**config.mk**
```make
export PLATFORM = sky130hd
export DESIGN_NAME = alu_shift_iter_flat
export DESIGN_NICKNAME = d
export VERILOG_FILES = /design/src/rtl/simple_processor_pkg.sv /design/src/rtl/alu_shift_iter_if.sv /design/src/rtl/alu_shift_step.sv /design/src/rtl/alu_shift_iter.sv /design/src/flat_wrapper.sv
export SDC_FILE = /design/constraint.sdc
export NUM_CORES = 1
export LEC_CHECK = 0
export ABC_AREA = 1
export CORE_MARGIN = 2
export CORE_UTILIZATION = 30
export CTS_BUF_LIST = sky130_fd_sc_hd__clkbuf_4 sky130_fd_sc_hd__clkbuf_8
export DETAILED_ROUTE_END_ITERATION = 8
export PLACE_DENSITY_LB_ADDON = 0.08
export SETUP_SLACK_MARGIN = 0.05
export SLEW_MARGIN = 20
export SYNTH_ARGS = -nofsm -noshare
export SYNTH_HDL_FRONTEND = slang
export SYNTH_SLANG_ARGS = --single-unit
export TNS_END_PERCENT = 5
```
**constraint.sdc**
```tcl
create_clock -name clk_i -period 2.1 [get_ports clk_i]
set_input_delay 0.315 -clock clk_i [delete_from_list [all_inputs] [get_ports clk_i]]
set_output_delay 0.315 -clock clk_i [all_outputs]
set_load 0.1 [all_outputs]
```
**src/rtl/simple_processor_pkg.sv**
```systemverilog
// rtl/simple_processor_pkg.sv - shared processor types: datapath width, ALU func codes, shifter state/kind
package simple_processor_pkg;

  localparam int DATA_WIDTH = 32;

  typedef enum logic [3:0] {
    SLL, SLLI, SLR, SLRI, SRA, SRAI, ROL, ROLI, ROR, RORI,
    ADD, SUB, AND_OP, OR_OP, XOR_OP, SLT
  } func_t;

  typedef enum logic [1:0] {IDLE, BUSY, DONE} shift_state_t;

  typedef enum logic [1:0] {SH_LOGIC, SH_ARITH, SH_ROT} shift_kind_t;

endpackage

```
**src/rtl/alu_shift_iter_if.sv**
```systemverilog
// rtl/alu_shift_iter_if.sv - request/response bundle between issue stage, shifter and result mux
interface alu_shift_iter_if
  import simple_processor_pkg::*;
#(
  parameter int DATA_WIDTH = simple_processor_pkg::DATA_WIDTH,
  parameter int IMM_WIDTH  = 6
);
  logic                  op_valid_i;
  logic                  op_ready_o;
  logic [DATA_WIDTH-1:0] rs1_data_i;
  logic [DATA_WIDTH-1:0] rs2_data_i;
  func_t                 func_i;
  logic [IMM_WIDTH-1:0]  imm_i;
  logic                  res_valid_o;
  logic                  res_ready_i;
  logic [DATA_WIDTH-1:0] result_o;
  logic                  illegal_o;

  modport master (
    output op_valid_i, rs1_data_i, rs2_data_i, func_i, imm_i, res_ready_i,
    input  op_ready_o, res_valid_o, result_o, illegal_o
  );

  modport slave (
    input  op_valid_i, rs1_data_i, rs2_data_i, func_i, imm_i, res_ready_i,
    output op_ready_o, res_valid_o, result_o, illegal_o
  );
endinterface

```
**src/rtl/alu_shift_step.sv**
```systemverilog
// rtl/alu_shift_step.sv - combinational shift/rotate by 0..STEP_BITS positions
module alu_shift_step
  import simple_processor_pkg::*;
#(
  parameter int  DATA_WIDTH = simple_processor_pkg::DATA_WIDTH,
  parameter int  STEP_BITS  = 4,
  localparam int AMT_W      = $clog2(STEP_BITS + 1)
) (
  input  logic [DATA_WIDTH-1:0] data_i,
  input  shift_kind_t           kind_i,
  input  logic                  right_i,
  input  logic [AMT_W-1:0]      amt_i,
  output logic [DATA_WIDTH-1:0] data_o
);
  logic [DATA_WIDTH-1:0]   fill;
  logic [2*DATA_WIDTH-1:0] wide;

  // Concatenate the fill pattern beside the data so one shifter covers all kinds
  always_comb begin
    fill = '0;
    if (kind_i == SH_ROT) begin
      fill = data_i;
    end else if (kind_i == SH_ARITH && right_i) begin
      fill = {DATA_WIDTH{data_i[DATA_WIDTH-1]}};
    end
    if (right_i) begin
      wide   = {fill, data_i} >> amt_i;
      data_o = wide[DATA_WIDTH-1:0];
    end else begin
      wide   = {data_i, fill} << amt_i;
      data_o = wide[2*DATA_WIDTH-1:DATA_WIDTH];
    end
  end
endmodule

```
**src/rtl/alu_shift_iter.sv**
```systemverilog
// rtl/alu_shift_iter.sv - multi-cycle shift/rotate unit; ALU_SHIFT_ITER_PERF_EN adds a busy-cycle counter
module alu_shift_iter
  import simple_processor_pkg::*;
#(
  parameter int DATA_WIDTH = simple_processor_pkg::DATA_WIDTH,
  parameter int STEP_BITS  = 4,
  parameter int IMM_WIDTH  = 6
) (
  input  logic                clk_i,
  input  logic                arst_ni,
  input  logic                flush_i,
  alu_shift_iter_if.slave     bus,
  output logic [31:0]         busy_cycles_o
);
  localparam int REM_W  = $clog2(DATA_WIDTH + 1);
  localparam int SH_W   = $clog2(DATA_WIDTH);
  localparam int STEP_W = $clog2(STEP_BITS + 1);
  localparam int AMT_W  = (DATA_WIDTH > IMM_WIDTH) ? DATA_WIDTH : IMM_WIDTH;

  shift_state_t          state_q, state_d;
  logic [DATA_WIDTH-1:0] work_q, work_d;
  logic [REM_W-1:0]      rem_q, rem_d;
  shift_kind_t           kind_q, kind_d;
  logic                  right_q, right_d;
  logic                  illegal_q, illegal_d;

  shift_kind_t           dec_kind;
  logic                  dec_right, dec_imm, dec_legal;
  logic [AMT_W-1:0]      amt;
  logic [REM_W-1:0]      eff;
  logic                  last_step;
  logic [STEP_W-1:0]     step_amt;
  logic [DATA_WIDTH-1:0] step_out;

  always_comb begin
    dec_kind  = SH_LOGIC;
    dec_right = 1'b0;
    dec_imm   = 1'b0;
    dec_legal = 1'b1;
    case (bus.func_i)
      SLL:     ;
      SLLI:    dec_imm = 1'b1;
      SLR:     dec_right = 1'b1;
      SLRI:    begin dec_right = 1'b1; dec_imm = 1'b1; end
      SRA:     begin dec_kind = SH_ARITH; dec_right = 1'b1; end
      SRAI:    begin dec_kind = SH_ARITH; dec_right = 1'b1; dec_imm = 1'b1; end
      ROL:     dec_kind = SH_ROT;
      ROLI:    begin dec_kind = SH_ROT; dec_imm = 1'b1; end
      ROR:     begin dec_kind = SH_ROT; dec_right = 1'b1; end
      RORI:    begin dec_kind = SH_ROT; dec_right = 1'b1; dec_imm = 1'b1; end
      default: dec_legal = 1'b0;
    endcase
  end

  assign amt = dec_imm ? AMT_W'(bus.imm_i) : AMT_W'(bus.rs2_data_i);

  // Logical/arithmetic amounts saturate at the width; rotates wrap
  always_comb begin
    eff = REM_W'(amt[SH_W-1:0]);
    if (!dec_legal) begin
      eff = '0;
    end else if (dec_kind != SH_ROT && amt >= AMT_W'(DATA_WIDTH)) begin
      eff = REM_W'(DATA_WIDTH);
    end
  end

  assign last_step = (rem_q <= REM_W'(STEP_BITS));
  assign step_amt  = last_step ? STEP_W'(rem_q) : STEP_W'(STEP_BITS);

  alu_shift_step #(
    .DATA_WIDTH (DATA_WIDTH),
    .STEP_BITS  (STEP_BITS)
  ) u_step (
    .data_i  (work_q),
    .kind_i  (kind_q),
    .right_i (right_q),
    .amt_i   (step_amt),
    .data_o  (step_out)
  );

  always_comb begin
    state_d   = state_q;
    work_d    = work_q;
    rem_d     = rem_q;
    kind_d    = kind_q;
    right_d   = right_q;
    illegal_d = illegal_q;
    case (state_q)
      IDLE: begin
        if (bus.op_valid_i) begin
          work_d    = bus.rs1_data_i;
          kind_d    = dec_kind;
          right_d   = dec_right;
          illegal_d = !dec_legal;
          rem_d     = eff;
          state_d   = BUSY;
        end
      end
      BUSY: begin
        work_d = step_out;
        if (last_step) begin
          rem_d   = '0;
          state_d = DONE;
        end else begin
          rem_d = rem_q - REM_W'(STEP_BITS);
        end
      end
      DONE: begin
        if (bus.res_ready_i) begin
          state_d = IDLE;
        end
      end
      default: state_d = IDLE;
    endcase
    if (flush_i) begin
      state_d = IDLE;
    end
  end

  always_ff @(posedge clk_i or negedge arst_ni) begin
    if (!arst_ni) begin
      state_q   <= IDLE;
      work_q    <= '0;
      rem_q     <= '0;
      kind_q    <= SH_LOGIC;
      right_q   <= 1'b0;
      illegal_q <= 1'b0;
    end else begin
      state_q   <= state_d;
      work_q    <= work_d;
      rem_q     <= rem_d;
      kind_q    <= kind_d;
      right_q   <= right_d;
      illegal_q <= illegal_d;
    end
  end

  assign bus.op_ready_o  = (state_q == IDLE);
  assign bus.res_valid_o = (state_q == DONE);
  assign bus.result_o    = (state_q == DONE) ? work_q : '0;
  assign bus.illegal_o   = (state_q == DONE) && illegal_q;

`ifdef ALU_SHIFT_ITER_PERF_EN
  logic [31:0] busy_cnt_q, busy_cnt_d;

  always_comb begin
    busy_cnt_d = busy_cnt_q;
    if (state_q == BUSY && busy_cnt_q != '1) begin
      busy_cnt_d = busy_cnt_q + 32'd1;
    end
  end

  always_ff @(posedge clk_i or negedge arst_ni) begin
    if (!arst_ni) begin
      busy_cnt_q <= '0;
    end else begin
      busy_cnt_q <= busy_cnt_d;
    end
  end

  assign busy_cycles_o = busy_cnt_q;
`else
  assign busy_cycles_o = '0;
`endif
endmodule

```
**src/flat_wrapper.sv**
```systemverilog
// flat-port wrapper written by rule: the top's interface ports become plain ports
module alu_shift_iter_flat import simple_processor_pkg::*;
#(
  parameter int DATA_WIDTH = simple_processor_pkg::DATA_WIDTH,
  parameter int STEP_BITS  = 4,
  parameter int IMM_WIDTH  = 6
)
  (clk_i, arst_ni, flush_i, busy_cycles_o, bus_op_valid_i, bus_rs1_data_i, bus_rs2_data_i, bus_func_i, bus_imm_i, bus_res_ready_i, bus_op_ready_o, bus_res_valid_o, bus_result_o, bus_illegal_o);
  alu_shift_iter_if #(.DATA_WIDTH(DATA_WIDTH), .IMM_WIDTH(IMM_WIDTH)) bus_i ();
  input  logic clk_i;
  input  logic arst_ni;
  input  logic flush_i;
  output logic [31:0] busy_cycles_o;
  input wire logic [$bits(bus_i.op_valid_i)-1:0] bus_op_valid_i;
  input wire logic [$bits(bus_i.rs1_data_i)-1:0] bus_rs1_data_i;
  input wire logic [$bits(bus_i.rs2_data_i)-1:0] bus_rs2_data_i;
  input wire logic [$bits(bus_i.func_i)-1:0] bus_func_i;
  input wire logic [$bits(bus_i.imm_i)-1:0] bus_imm_i;
  input wire logic [$bits(bus_i.res_ready_i)-1:0] bus_res_ready_i;
  output wire logic [$bits(bus_i.op_ready_o)-1:0] bus_op_ready_o;
  output wire logic [$bits(bus_i.res_valid_o)-1:0] bus_res_valid_o;
  output wire logic [$bits(bus_i.result_o)-1:0] bus_result_o;
  output wire logic [$bits(bus_i.illegal_o)-1:0] bus_illegal_o;
  assign bus_i.op_valid_i = bus_op_valid_i;
  assign bus_i.rs1_data_i = bus_rs1_data_i;
  assign bus_i.rs2_data_i = bus_rs2_data_i;
  assign bus_i.func_i = bus_func_i;
  assign bus_i.imm_i = bus_imm_i;
  assign bus_i.res_ready_i = bus_res_ready_i;
  assign bus_op_ready_o = bus_i.op_ready_o;
  assign bus_res_valid_o = bus_i.res_valid_o;
  assign bus_result_o = bus_i.result_o;
  assign bus_illegal_o = bus_i.illegal_o;
  alu_shift_iter #(.DATA_WIDTH(DATA_WIDTH), .STEP_BITS(STEP_BITS), .IMM_WIDTH(IMM_WIDTH)) u_core (.clk_i(clk_i), .arst_ni(arst_ni), .flush_i(flush_i), .bus(bus_i), .busy_cycles_o(busy_cycles_o));
endmodule
```
==> impl_metrics.toml <==
[detailed_routing]
wl_met3_mm = 1.896
routed.top_layer = "met4"
firstDrtPassIters = 9
dr_wl_met2_mm = 11.03
wire_per_inst_um = 17.42
avgViaCountPerCell = 5.408
routed_wl_mm = 23.95
drc = 1
drt_iter0_drc = 658
vias = 7436
met1_length_mm = 10.69
ant_nets = 0

[pwr]
fin_total_pwr_mw = 10.11
p_leak_nw = 3.968
power.density_nw_per_um2 = 1161
ir_drop_mv = 0.5942

[place]
placedCellCount = 1354
port_buffers = 113
dpl.hpwl_mm = 16.44
place.gp.congestion = 0.8942

[floorplan]
die_y_um = 142.3
start_util_pct = 30.59
die_w_um = 142.3
ios = 146
core_area_sq_um = 18770
dieArea_sq_um = 20260
rows = 50

[critical_path]
critPathLaunchType = "register"
critical_path_depth = 14
cp.required_ns = 2.33
r2r_cells = 14
cp_num_buf_inv = 2
crit_top_cell = "nand2_1"
r2r_start = "u_core.rem_q[3]"
critPathMaxFanout = 8
crit_path_end_kind = "register"
crit_slowest_cell = "dfrtp_1"
path_cells = "inv_2 > ha_4 > nand2_4 > nand2_4 > nand3_4 > clkbuf_16 > nand2_8 > nand3_4 > nand3_2 > nand3_1 > nand2_1 > nand2_1 > nand2_1 > nand2_1"
path_class = "register to register"
arrival_ns = 2.26
critPathMaxStageDelay_ns = 0.39
critPathTopFamily = "simple AND/OR/NAND/NOR gates"
cp-startpoint = "u_core.rem_q[3]"

[grt]
grt_pass1_wl_mm = 36.58
antenna_found_initial = 0
grt_pass1_vias = 6776
overflow = 0
track_usage_pct = 22.56
grt_max_degree = 54

[yosys]
netlist_area_sq_um = 5742
synth_edf_count = 0
yosysTopAreaCell = "nand3_1"
synth_area_leaders = "nand3_1, dfrtp_1, nand2_1"
synth-main-ff-cell = "dfrtp_1"
synthArstFlopShare_pct = 100.0
synth_top_area_share_pct = 27.89
synth_cell_types = 36
ys_ff_latch = 44
syn_inst = 1039
synth_area_per_cell_sq_um = 5.526
ys_warn_count = 0
synth_seq_area_share_pct = 19.18

[finish]
diodes = 0
layoutNonFillerInstCount = 1375
fillCellCount = 1967
nets = 1221
synthToLayoutAreaGrowth_pct = 51.67
layout-drive-gt1-share_pct = 22.79
mostFrequentLayoutCells = "nand2_1, nand3_1, nor2_1"
mostFrequentLayoutCell = "nand2_1"
fin_util_pct = 46.40

[clocking]
clk_pin_slew_ns = 0.10
htreeDepth = 2
clock_latency_ns = 0.33
cts_buffers = 5
cts_tree = "yes"
clock_sinks = 44
root_buffer = "clkbuf_8"
clockBufferDepth = 2

[sta]
setup_viol = 0
slew_viol_final = 0
min_period_over_period_pct = 96.61
finalClockSkew_ns = 0.01775
finalHoldViolCount = 0
fmax_ghz = 0.4929
rsz0062_at_grt = "yes"
period_minus_slack_ns = 2.029

[outcome]
failed_checks = "DRC"
status = "finished with violations"

[hold_path]
timing.hold.worst.class = "input pin to asynchronous set/reset pin"

[flow_run]
maxCapViolCount = 0
## cells by family (layout without fill, tap and decap cells)
logic type	count (synthesis)	count (layout)	synth area share, %
AND/OR/NAND/NOR	781	781	61.04
buffers and inverters	164	235	14.64
AO/OA/AOI/OAI	46	46	4.489
flip-flops	44	44	19.18
adder cells (fa/ha/maj)	2	2	0.4358
other	1	32	0.06531
XOR/XNOR	1	1	0.1526
## registers in the layout, indices dropped and copies added, names as in the netlist
signal / cells
u_core.work_q: 32
u_core.rem_q: 6
u_core.state_q: 2
u_core.right_q: 1
u_core.kind_q: 2
u_core.illegal_q: 1
## what timing repair did
action | CTS | global route
hold endpoints to repair | 16 | 0
gates cloned | 0 | 5
endpoints found under the setup margin | 32 | 54
resized for setup | 1 | 137
hold buffers | 1 | 0
pin swaps | 0 | 34
setup buffers | 0 | 7
## cell usage after synthesis (3+ instances only)
master,number
clkbuf_1,21
dfrtp_1,44
nor2_2,3
nand2_1,284
nand2_2,12
nand3_1,320
nor4_1,6
buf_1,8
inv_1,58
buf_2,30
o21ai_0,15
nand4_1,29
nor2_1,118
buf_4,38
buf_6,6
a21oi_1,20
## layout make-up
class | instances | area (sq um) | area share [%]
multi-input cells | 862 | 4825 | 55.40
repair buffers | 166 | 2145 | 24.63
inverters | 61 | 234.0 | 2.687
clock buffers | 6 | 76.32 | 0.8764
well taps | 234 | 292.8 | 3.362
flip-flops and latches | 44 | 1101 | 12.64
clock inverters | 2 | 35.03 | 0.4023
## worst register-to-register path, delay by kind of cell (launching register included)
| family | cells | cell delay [ns] |
|---|---|---|
| adder cells (fa/ha/maj) | 1 | 0.16 |
| flip-flops | 1 | 0.39 |
| buffers and inverters | 2 | 0.41 |
| AND/OR/NAND/NOR | 11 | 1.00 |
## where the power goes
part           total [mW]  switching (mW)  internal (mW)
Sequential           1.90           0.705           1.20
Clock               0.737           0.369          0.368
Combinational        7.47            4.85           2.62
Total                10.1            5.93           4.19
## per-stage QoR
step	setup slack [ns]	TNS [ns]	hold WS [ns]	area, sq um
3_3_place_gp	0.05442	0	0.2890	7766
4_1_cts	0.008272	0	0.4714	7891
2_1_floorplan	-0.2218	-6.033	0.01941	6196
6_report	0.07113	0	0.4578	8708
5_1_grt	-0.04747	-0.7295	0.4993	8708
3_5_place_dp	0.04009	0	0.2909	7766
## final timing paths
| kind | slack (ns) | to |
|---|---|---|
| worst max-delay path | 0.07 | u_core.work_q[16] |
| worst min-delay path | 0.46 | u_core.work_q[1] |
| worst max register to register | 0.07 | u_core.work_q[16] |
| worst min register to register | 0.54 | u_core.kind_q[1] |
| max in group asynchronous | 1.03 | u_core.work_q[18] |
| min in group clk_i | 0.54 | u_core.kind_q[1] |
## per-layer routing
| layer | global-route usage (%) | up-vias |
|---|---|---|
| li1 | - | 3603 |
| met1 | 33.44 | 3437 |
| met2 | 35.62 | 359 |
| met3 | 2.591 | 37 |
| met4 | 3.908 | 0 |
| met5 | 0 | - |
No activity file was read; power rests on OpenSTA's default activity.
